## src/rtl/cpu_boot_ctrl.sv

```systemverilog
// ---------------------------------------------------------------------------
// cpu_boot_ctrl
//
// Boot sequencer that sits beside the cpu and owns its external memory ports
// and its enable. After a start it streams a program into instruction memory,
// then initial data into data memory, lets the core run for a fixed number of
// cycles, and finally streams a window of data memory (from word 0) back out.
//
// Ports
//   clk_i, rst_i          clock, synchronous active-high reset
//   start_i               begin a sequence (only looked at in IDLE)
//   imem_len_i            words to load into IMEM (clamped to IMEM_WORDS)
//   dmem_len_i            words to load into DMEM (clamped to DMEM_WORDS)
//   run_cycles_i          cycles cpu_enable_o stays high
//   dump_len_i            DMEM words to read back (clamped to DMEM_WORDS)
//   s_valid_i/s_ready_o/s_data_i   load stream (IMEM words, then DMEM words)
//   m_valid_o/m_ready_i/m_data_o   dump stream
//   cpu_enable_o          cpu enable
//   addr_ext_o, wen_ext_o, ren_ext_o, wdata_ext_o              IMEM port
//   addr_ext_2_o, wen_ext_2_o, ren_ext_2_o, wdata_ext_2_o      DMEM port
//   rdata_ext_2_i         DMEM read data, valid RD_LAT cycles after a read
//   busy_o                high whenever the sequencer is not idle
//   done_o                sticky completion flag, cleared by an accepted start
// ---------------------------------------------------------------------------
module cpu_boot_ctrl #(
  parameter int IMEM_WORDS = 512,
  parameter int DMEM_WORDS = 1024,
  parameter int RD_LAT     = 1
) (
  input  logic        clk_i,
  input  logic        rst_i,
  input  logic        start_i,
  input  logic [9:0]  imem_len_i,
  input  logic [10:0] dmem_len_i,
  input  logic [31:0] run_cycles_i,
  input  logic [10:0] dump_len_i,
  input  logic        s_valid_i,
  output logic        s_ready_o,
  input  logic [31:0] s_data_i,
  output logic        m_valid_o,
  input  logic        m_ready_i,
  output logic [31:0] m_data_o,
  output logic        cpu_enable_o,
  output logic [31:0] addr_ext_o,
  output logic        wen_ext_o,
  output logic        ren_ext_o,
  output logic [31:0] wdata_ext_o,
  output logic [31:0] addr_ext_2_o,
  output logic        wen_ext_2_o,
  output logic        ren_ext_2_o,
  output logic [31:0] wdata_ext_2_o,
  input  logic [31:0] rdata_ext_2_i,
  output logic        busy_o,
  output logic        done_o
);

  typedef enum logic [2:0] {
    IDLE   = 3'd0,
    LOAD_I = 3'd1,
    LOAD_D = 3'd2,
    RUN    = 3'd3,
    DUMP   = 3'd4
  } state_e;

  localparam logic [9:0]  IMEM_MAX = 10'(IMEM_WORDS);
  localparam logic [10:0] DMEM_MAX = 11'(DMEM_WORDS);
  // RD_LAT must be at least 1 (registered memory read)
  localparam int              LAT_W    = (RD_LAT < 2) ? 1 : $clog2(RD_LAT + 1);
  localparam logic [LAT_W-1:0] LAT_INIT = LAT_W'(RD_LAT);

  state_e            state_q, state_d;
  logic [9:0]        imemLen_q, imemLen_d;
  logic [10:0]       dmemLen_q, dmemLen_d;
  logic [31:0]       runLen_q, runLen_d;
  logic [10:0]       dumpLen_q, dumpLen_d;
  logic [10:0]       idx_q, idx_d;
  logic [31:0]       runCnt_q, runCnt_d;
  logic              cpuEn_q, cpuEn_d;
  logic              done_q, done_d;
  logic              wen_q, wen_d;
  logic [31:0]       addr_q, addr_d;
  logic [31:0]       wdata_q, wdata_d;
  logic              wen2_q, wen2_d;
  logic              ren2_q, ren2_d;
  logic [31:0]       addr2_q, addr2_d;
  logic [31:0]       wdata2_q, wdata2_d;
  logic [LAT_W-1:0]  pend_q, pend_d;
  logic              mValid_q, mValid_d;
  logic [31:0]       mData_q, mData_d;

  logic [9:0]  imemClamp;
  logic [10:0] dmemClamp;
  logic [10:0] dumpClamp;
  logic        iNz, dNz, rNz, uNz;
  state_e      nextPhase;
  logic        handshake;
  logic [31:0] byteAddr;

  // Picks the first non-empty phase after 'cur'; empty phases are skipped in
  // the same transition, and running out of phases means back to IDLE.
  function automatic state_e phaseAfter(input state_e cur, input logic iNzA,
                                        input logic dNzA, input logic rNzA,
                                        input logic uNzA);
    state_e nxt;
    nxt = IDLE;
    if (cur == IDLE && iNzA) begin
      nxt = LOAD_I;
    end else if ((cur == IDLE || cur == LOAD_I) && dNzA) begin
      nxt = LOAD_D;
    end else if ((cur == IDLE || cur == LOAD_I || cur == LOAD_D) && rNzA) begin
      nxt = RUN;
    end else if (cur != DUMP && uNzA) begin
      nxt = DUMP;
    end
    return nxt;
  endfunction

  // Length clamping and phase-skip decisions. In IDLE the decision is made on
  // the (clamped) inputs being latched this cycle, elsewhere on the latched copy.
  always_comb begin
    imemClamp = (imem_len_i > IMEM_MAX) ? IMEM_MAX : imem_len_i;
    dmemClamp = (dmem_len_i > DMEM_MAX) ? DMEM_MAX : dmem_len_i;
    dumpClamp = (dump_len_i > DMEM_MAX) ? DMEM_MAX : dump_len_i;
    if (state_q == IDLE) begin
      iNz = (imemClamp != 10'd0);
      dNz = (dmemClamp != 11'd0);
      rNz = (run_cycles_i != 32'd0);
      uNz = (dumpClamp != 11'd0);
    end else begin
      iNz = (imemLen_q != 10'd0);
      dNz = (dmemLen_q != 11'd0);
      rNz = (runLen_q != 32'd0);
      uNz = (dumpLen_q != 11'd0);
    end
    nextPhase = phaseAfter(state_q, iNz, dNz, rNz, uNz);
  end

  assign s_ready_o = (state_q == LOAD_I) || (state_q == LOAD_D);
  assign handshake = s_ready_o && s_valid_i;
  assign byteAddr  = {19'd0, idx_q, 2'b00};

  // Next-state and datapath logic. Memory strobes default low every cycle so
  // each write/read is a single-cycle pulse; everything else holds.
  always_comb begin
    state_d   = state_q;
    imemLen_d = imemLen_q;
    dmemLen_d = dmemLen_q;
    runLen_d  = runLen_q;
    dumpLen_d = dumpLen_q;
    idx_d     = idx_q;
    runCnt_d  = runCnt_q;
    cpuEn_d   = cpuEn_q;
    done_d    = done_q;
    wen_d     = 1'b0;
    addr_d    = addr_q;
    wdata_d   = wdata_q;
    wen2_d    = 1'b0;
    ren2_d    = 1'b0;
    addr2_d   = addr2_q;
    wdata2_d  = wdata2_q;
    pend_d    = pend_q;
    mValid_d  = mValid_q;
    mData_d   = mData_q;

    unique case (state_q)
      IDLE: begin
        if (start_i) begin
          imemLen_d = imemClamp;
          dmemLen_d = dmemClamp;
          runLen_d  = run_cycles_i;
          dumpLen_d = dumpClamp;
          idx_d     = 11'd0;
          runCnt_d  = 32'd0;
          state_d   = nextPhase;
          // With every phase empty the sequence completes immediately
          done_d    = (nextPhase == IDLE);
        end
      end

      LOAD_I: begin
        if (handshake) begin
          wen_d   = 1'b1;
          addr_d  = byteAddr;
          wdata_d = s_data_i;
          if (idx_q == ({1'b0, imemLen_q} - 11'd1)) begin
            idx_d   = 11'd0;
            state_d = nextPhase;
            done_d  = (nextPhase == IDLE);
          end else begin
            idx_d = idx_q + 11'd1;
          end
        end
      end

      LOAD_D: begin
        if (handshake) begin
          wen2_d   = 1'b1;
          addr2_d  = byteAddr;
          wdata2_d = s_data_i;
          if (idx_q == (dmemLen_q - 11'd1)) begin
            idx_d   = 11'd0;
            state_d = nextPhase;
            done_d  = (nextPhase == IDLE);
          end else begin
            idx_d = idx_q + 11'd1;
          end
        end
      end

      RUN: begin
        // The first RUN cycle keeps the core disabled so the trailing load
        // write never overlaps an enabled cycle; the enable then stays high
        // for exactly runLen_q cycles.
        if (!cpuEn_q) begin
          cpuEn_d  = 1'b1;
          runCnt_d = 32'd0;
        end else if (runCnt_q == (runLen_q - 32'd1)) begin
          cpuEn_d = 1'b0;
          state_d = nextPhase;
          done_d  = (nextPhase == IDLE);
        end else begin
          runCnt_d = runCnt_q + 32'd1;
        end
      end

      DUMP: begin
        // One read in flight at a time: issue, wait RD_LAT, present, handshake.
        if (mValid_q) begin
          if (m_ready_i) begin
            mValid_d = 1'b0;
            if (idx_q == (dumpLen_q - 11'd1)) begin
              idx_d   = 11'd0;
              state_d = IDLE;
              done_d  = 1'b1;
            end else begin
              idx_d = idx_q + 11'd1;
            end
          end
        end else if (pend_q != '0) begin
          if (pend_q == LAT_W'(1)) begin
            mData_d  = rdata_ext_2_i;
            mValid_d = 1'b1;
            pend_d   = '0;
          end else begin
            pend_d = pend_q - LAT_W'(1);
          end
        end else if (ren2_q) begin
          pend_d = LAT_INIT;
        end else begin
          ren2_d  = 1'b1;
          addr2_d = byteAddr;
        end
      end

      default: begin
        state_d = IDLE;
      end
    endcase
  end

  // State and output registers; reset returns everything to zero / IDLE.
  always_ff @(posedge clk_i) begin
    if (rst_i) begin
      state_q   <= IDLE;
      imemLen_q <= '0;
      dmemLen_q <= '0;
      runLen_q  <= '0;
      dumpLen_q <= '0;
      idx_q     <= '0;
      runCnt_q  <= '0;
      cpuEn_q   <= 1'b0;
      done_q    <= 1'b0;
      wen_q     <= 1'b0;
      addr_q    <= '0;
      wdata_q   <= '0;
      wen2_q    <= 1'b0;
      ren2_q    <= 1'b0;
      addr2_q   <= '0;
      wdata2_q  <= '0;
      pend_q    <= '0;
      mValid_q  <= 1'b0;
      mData_q   <= '0;
    end else begin
      state_q   <= state_d;
      imemLen_q <= imemLen_d;
      dmemLen_q <= dmemLen_d;
      runLen_q  <= runLen_d;
      dumpLen_q <= dumpLen_d;
      idx_q     <= idx_d;
      runCnt_q  <= runCnt_d;
      cpuEn_q   <= cpuEn_d;
      done_q    <= done_d;
      wen_q     <= wen_d;
      addr_q    <= addr_d;
      wdata_q   <= wdata_d;
      wen2_q    <= wen2_d;
      ren2_q    <= ren2_d;
      addr2_q   <= addr2_d;
      wdata2_q  <= wdata2_d;
      pend_q    <= pend_d;
      mValid_q  <= mValid_d;
      mData_q   <= mData_d;
    end
  end

  assign m_valid_o     = mValid_q;
  assign m_data_o      = mData_q;
  assign cpu_enable_o  = cpuEn_q;
  assign addr_ext_o    = addr_q;
  assign wen_ext_o     = wen_q;
  assign ren_ext_o     = 1'b0;
  assign wdata_ext_o   = wdata_q;
  assign addr_ext_2_o  = addr2_q;
  assign wen_ext_2_o   = wen2_q;
  assign ren_ext_2_o   = ren2_q;
  assign wdata_ext_2_o = wdata2_q;
  assign busy_o        = (state_q != IDLE);
  assign done_o        = done_q;

endmodule

```

## config.mk

```make
export PLATFORM = sky130hd
export DESIGN_NAME = cpu_boot_ctrl
export DESIGN_NICKNAME = d
export VERILOG_FILES = /design/src/rtl/cpu_boot_ctrl.sv
export SDC_FILE = /design/constraint.sdc
export NUM_CORES = 1
export LEC_CHECK = 0
export ABC_AREA = 1
export BUFFER_PORTS_ARGS = -buffer_cell sky130_fd_sc_hd__clkbuf_2
export CORE_UTILIZATION = 47
export DETAILED_ROUTE_END_ITERATION = 7
export GPL_TIMING_DRIVEN = 0
export PLACE_DENSITY = 0.72
export SLEW_MARGIN = 40
export SYNTH_ARGS = -nofsm -noshare
export SYNTH_HDL_FRONTEND = slang
export SYNTH_SLANG_ARGS = --single-unit
```

## constraint.sdc

```tcl
create_clock -name clk_i -period 5.4 [get_ports clk_i]
set_input_delay 0.81 -clock clk_i [delete_from_list [all_inputs] [get_ports clk_i]]
set_output_delay 0.81 -clock clk_i [all_outputs]
set_load 0.02 [all_outputs]
```

==> results.md <==
* Chip width at 165 µm
* Critical path cell sequence: nor3_2 > inv_1 > nand2_1 > clkbuf_2
* Critical R2R Launch: runCnt_q[0]$_SDFFE_PP0P_
* Routed wire length per instance at ~16 µm
* P_leak at about 0.0070 µW
* Ys async rst share at 0%
* Std-Cell Rows at slightly below 60
* Grt total ovfl at 0
* GR Util met1 at a little under two fifths
* CTS tree: built
* Final instance area at 0.0152 mm²
* CTS buffer count at 26
* Crit path buffers/inverters at 2
* Via count of the routed design at 13.4k
* Req. time, crit path at 4.59 ns
* Final setup vio count at 0
* Residual DRC at 0
* Post_cts resized at 0
* Hold Path Class: flop to flop
* Total setup buffers inserted after CTS at 0
* Gr busiest metal: met2
* Synth warnings at 0
* Final hold vios at 0
* H-tree levels at 1
* Crit path launch type: flop
* Worst IR Drop VDD at approximately 360 µV
* Filler Cell Count at roughly 2.6k
* Register area share after synthesis at 37.7%
* Crit path capture type: output port
* Hold wc startpoint: addr_ext_2_o[5]$_SDFFE_PP0P_
* Initial antenna violation count at 0
* Worst Tran Pin Value at 0.756 ns
* Top FF cell, synth: dfxtp_1
* Status: completed
* TNS Setup at 0 ns
* Die height at 165 µm
* Routability Congestion at 0.943
* Slowest-stage cell, CP: nor3_2
* Power Density at just under 500 mW/mm²
* Worst skew pair latency at 0.56 ns
* Largest net degree at the start of global routing at 15
* Worst setup slack after placement at between 2 and 3 ns
* EDFF count, synth at 0
* Mapped Avg Cell Area at between 6 and 7 µm²
* Met2 Resource Use GR at 48.8%
* Finished Layout Cells at ~2.6k
* Synth cell types at 45
* 1st-iter DRT viols at 877
* M3 GR Usage at just under 7%
* Final worst slack at roughly 2.5 ns
* Crit path from: state_q[2]$_SDFFE_PP0P_
* CP delay by family, top: simple AND/OR/NAND/NOR gates
* Worst-path maximum fanout at 8
* Clock tree sinks at 235
* Delay of the slowest cell on the worst path at around 0.6 ns
* Post-route minimum period at roughly 2.9 ns
* Layout cell share with drive strength beyond 1 at 17.3%
* Via density at 5.19
* Fin. max-slew vios at 0
* Post-Syn Instances at ~1.9k
* RSZ-0062 raised after global routing: no
* Effective utilization at floorplan at a little under half
* Inst Count DP at between 2k and 3k
* Area after DPL at about 0.014 mm²
* Final nets at approximately 2.4k
* TritonRoute pass-1 iters at 5
* Slew margin rel. at 49.6%
* Vias in the first global route at approximately 12k
* ANT nets after route at 0
* DP Wirelength at between 30000 and 40000 µm
* CTS root buf: clkbuf_16
* Total Routing Usage GR at approximately 30%
* Arrival time worst endpoint at around 2.1 ns
* Synthesized area at 0.0125 mm²
* Tot Pwr at roughly 7400 µW
* Highest clock rate at 0.344 GHz
* Hold_buf cts at 0
* Clock Pin Slew Worst Setup and Hold Paths at ~0.06 ns
* Area grow syn2layout at 21.8%
* Post-Route WL at ~41000 µm
* Max_cap viols at 0
* Core area at 0.0261 mm²
* Die area at between 0.02 and 0.03 mm²
* Critical path class: flop to output port
* Synth Register Bits at 235
* Final period utilization at a little over half
* IO Count at between 300 and 400
* First-pass GRT wire length at 63000 µm
* Clock Tree Buf Depth at 3
* Final clock skew at approximately 0.018 ns
* PortBufs at roughly 260
[metrics by stage]
stage          util, %  hold WS [ns]
2_1_floorplan        -         0.422
3_3_place_gp      55.1         0.435
3_5_place_dp      55.1         0.440
4_1_cts           58.4         0.449
5_1_grt           58.4         0.468
6_report          58.4         0.444
[cells in the mapped netlist, types with 2 or more instances]
cell	number	area share, %
a211oi_1	15	0.90
a21oi_1	113	4.5
a22oi_1	7	0.42
a31o_2	2	0.14
buf_1	3	0.090
buf_2	5	0.20
buf_4	43	2.6
buf_6	3	0.27
clkbuf_1	72	2.2
clkinv_1	2	0.060
dfxtp_1	235	38
ha_1	9	0.90
inv_1	128	3.8
inv_2	3	0.090
nand2_1	391	12
nand2_2	5	0.25
nand2_4	2	0.18
nand3_1	133	5.3
nand3b_1	14	0.84
nand4_1	25	1.3
nor2_1	406	12
nor2_2	9	0.45
nor2_4	3	0.27
nor3_1	13	0.52
nor4_1	12	0.60
o21ai_0	149	6.0
o21ai_1	5	0.20
o221ai_1	2	0.14
or2_2	10	0.50
xnor2_1	26	1.8
xnor3_1	3	0.54
xor2_1	34	2.4
[placed cells by master, fill, tap and decap left out, types with 78 or more instances in the layout]
master,synthesis,final
o21ai_0,149,149
dfxtp_1,235,235
inv_1,128,128
nand3_1,133,133
nand2_1,391,391
a21oi_1,113,113
clkbuf_2,0,258
clkbuf_1,72,78
nor2_1,406,406
[cell families after synthesis]
group                    after synthesis  share of synthesized area (%)
AND/OR/NAND/NOR                     1028                           34.6
AO/OA/AOI/OAI                        300                           12.7
buffers and inverters                259                           9.31
flip-flops                           235                           37.7
XOR/XNOR                              63                           4.75
adder cells (fa/ha/maj)                9                          0.902
other                                  1                         0.0300
[final timing paths]
kind | slack, ns | end | cells past startpoint
worst min-delay path | 0.44 | addr_ext_2_o[5]$_SDFFE_PP0P_ | 2
worst max-delay path | 2.49 | s_ready_o | 4
worst max register to register | 2.68 | runCnt_q[27]$_SDFFE_PP0P_ | 13
worst min register to register | 0.44 | addr_ext_2_o[5]$_SDFFE_PP0P_ | 2
[routing by layer]
metal / up-vias / wire length, µm
met5: - / 0
met4: 0 / 1540
met3: 92 / 3450
met2: 530 / 18600
met1: 6069 / 17500
li1: 6688 / -
[worst register-to-register path: stages, from the launching register on]
cell	delay, ns
dfxtp_1	0.55
nand2_1	0.13
nor2_1	0.15
nand3_1	0.14
nor2_1	0.20
nand4_1	0.20
nor2_1	0.38
nand2_1	0.16
nor2_1	0.28
or2_2	0.17
nand3_1	0.06
nand2_1	0.10
nand2_1	0.05
nor2_1	0.09
[sequential cells by signal (all words and copies together), names as in the netlist]
| name | flops |
|---|---|
| dumpLen_q | 11 |
| imemLen_q | 10 |
| dmemLen_q | 11 |
| addr_ext_2_o | 11 |
| wen_ext_o | 1 |
| m_data_o | 32 |
| ren_ext_2_o | 1 |
| done_o | 1 |
| wdata_ext_2_o | 32 |
| wen_ext_2_o | 1 |
| addr_ext_o | 11 |
| wdata_ext_o | 32 |
| m_valid_o | 1 |
| runCnt_q | 32 |
| state_q | 3 |
| pend_q | 1 |
| runLen_q | 32 |
| cpu_enable_o | 1 |
| idx_q | 11 |
[power by group]
| part | total, µW | internal (µW) | switching, µW |
|---|---|---|---|
| registers | 2490 | 2090 | 397 |
| logic | 3170 | 1090 | 2070 |
| clock network | 1780 | 1020 | 752 |
[area by class of cell]
| class | count | area [µm²] | share of cell area [%] |
|---|---|---|---|
| sequential | 235 | 4700 | 30.9 |
| inverter | 133 | 499 | 3.28 |
| multi-input combinational | 1443 | 6780 | 44.6 |
| tap | 335 | 419 | 2.76 |
| clock buffer | 39 | 759 | 4.99 |
| clock inverter | 9 | 97.6 | 0.642 |
| antenna | 1 | 2.50 | 0.0165 |
| buffer | 126 | 664 | 4.37 |
| timing repair buffer | 257 | 1290 | 8.46 |
No activity file was read; power rests on OpenSTA's default activity.
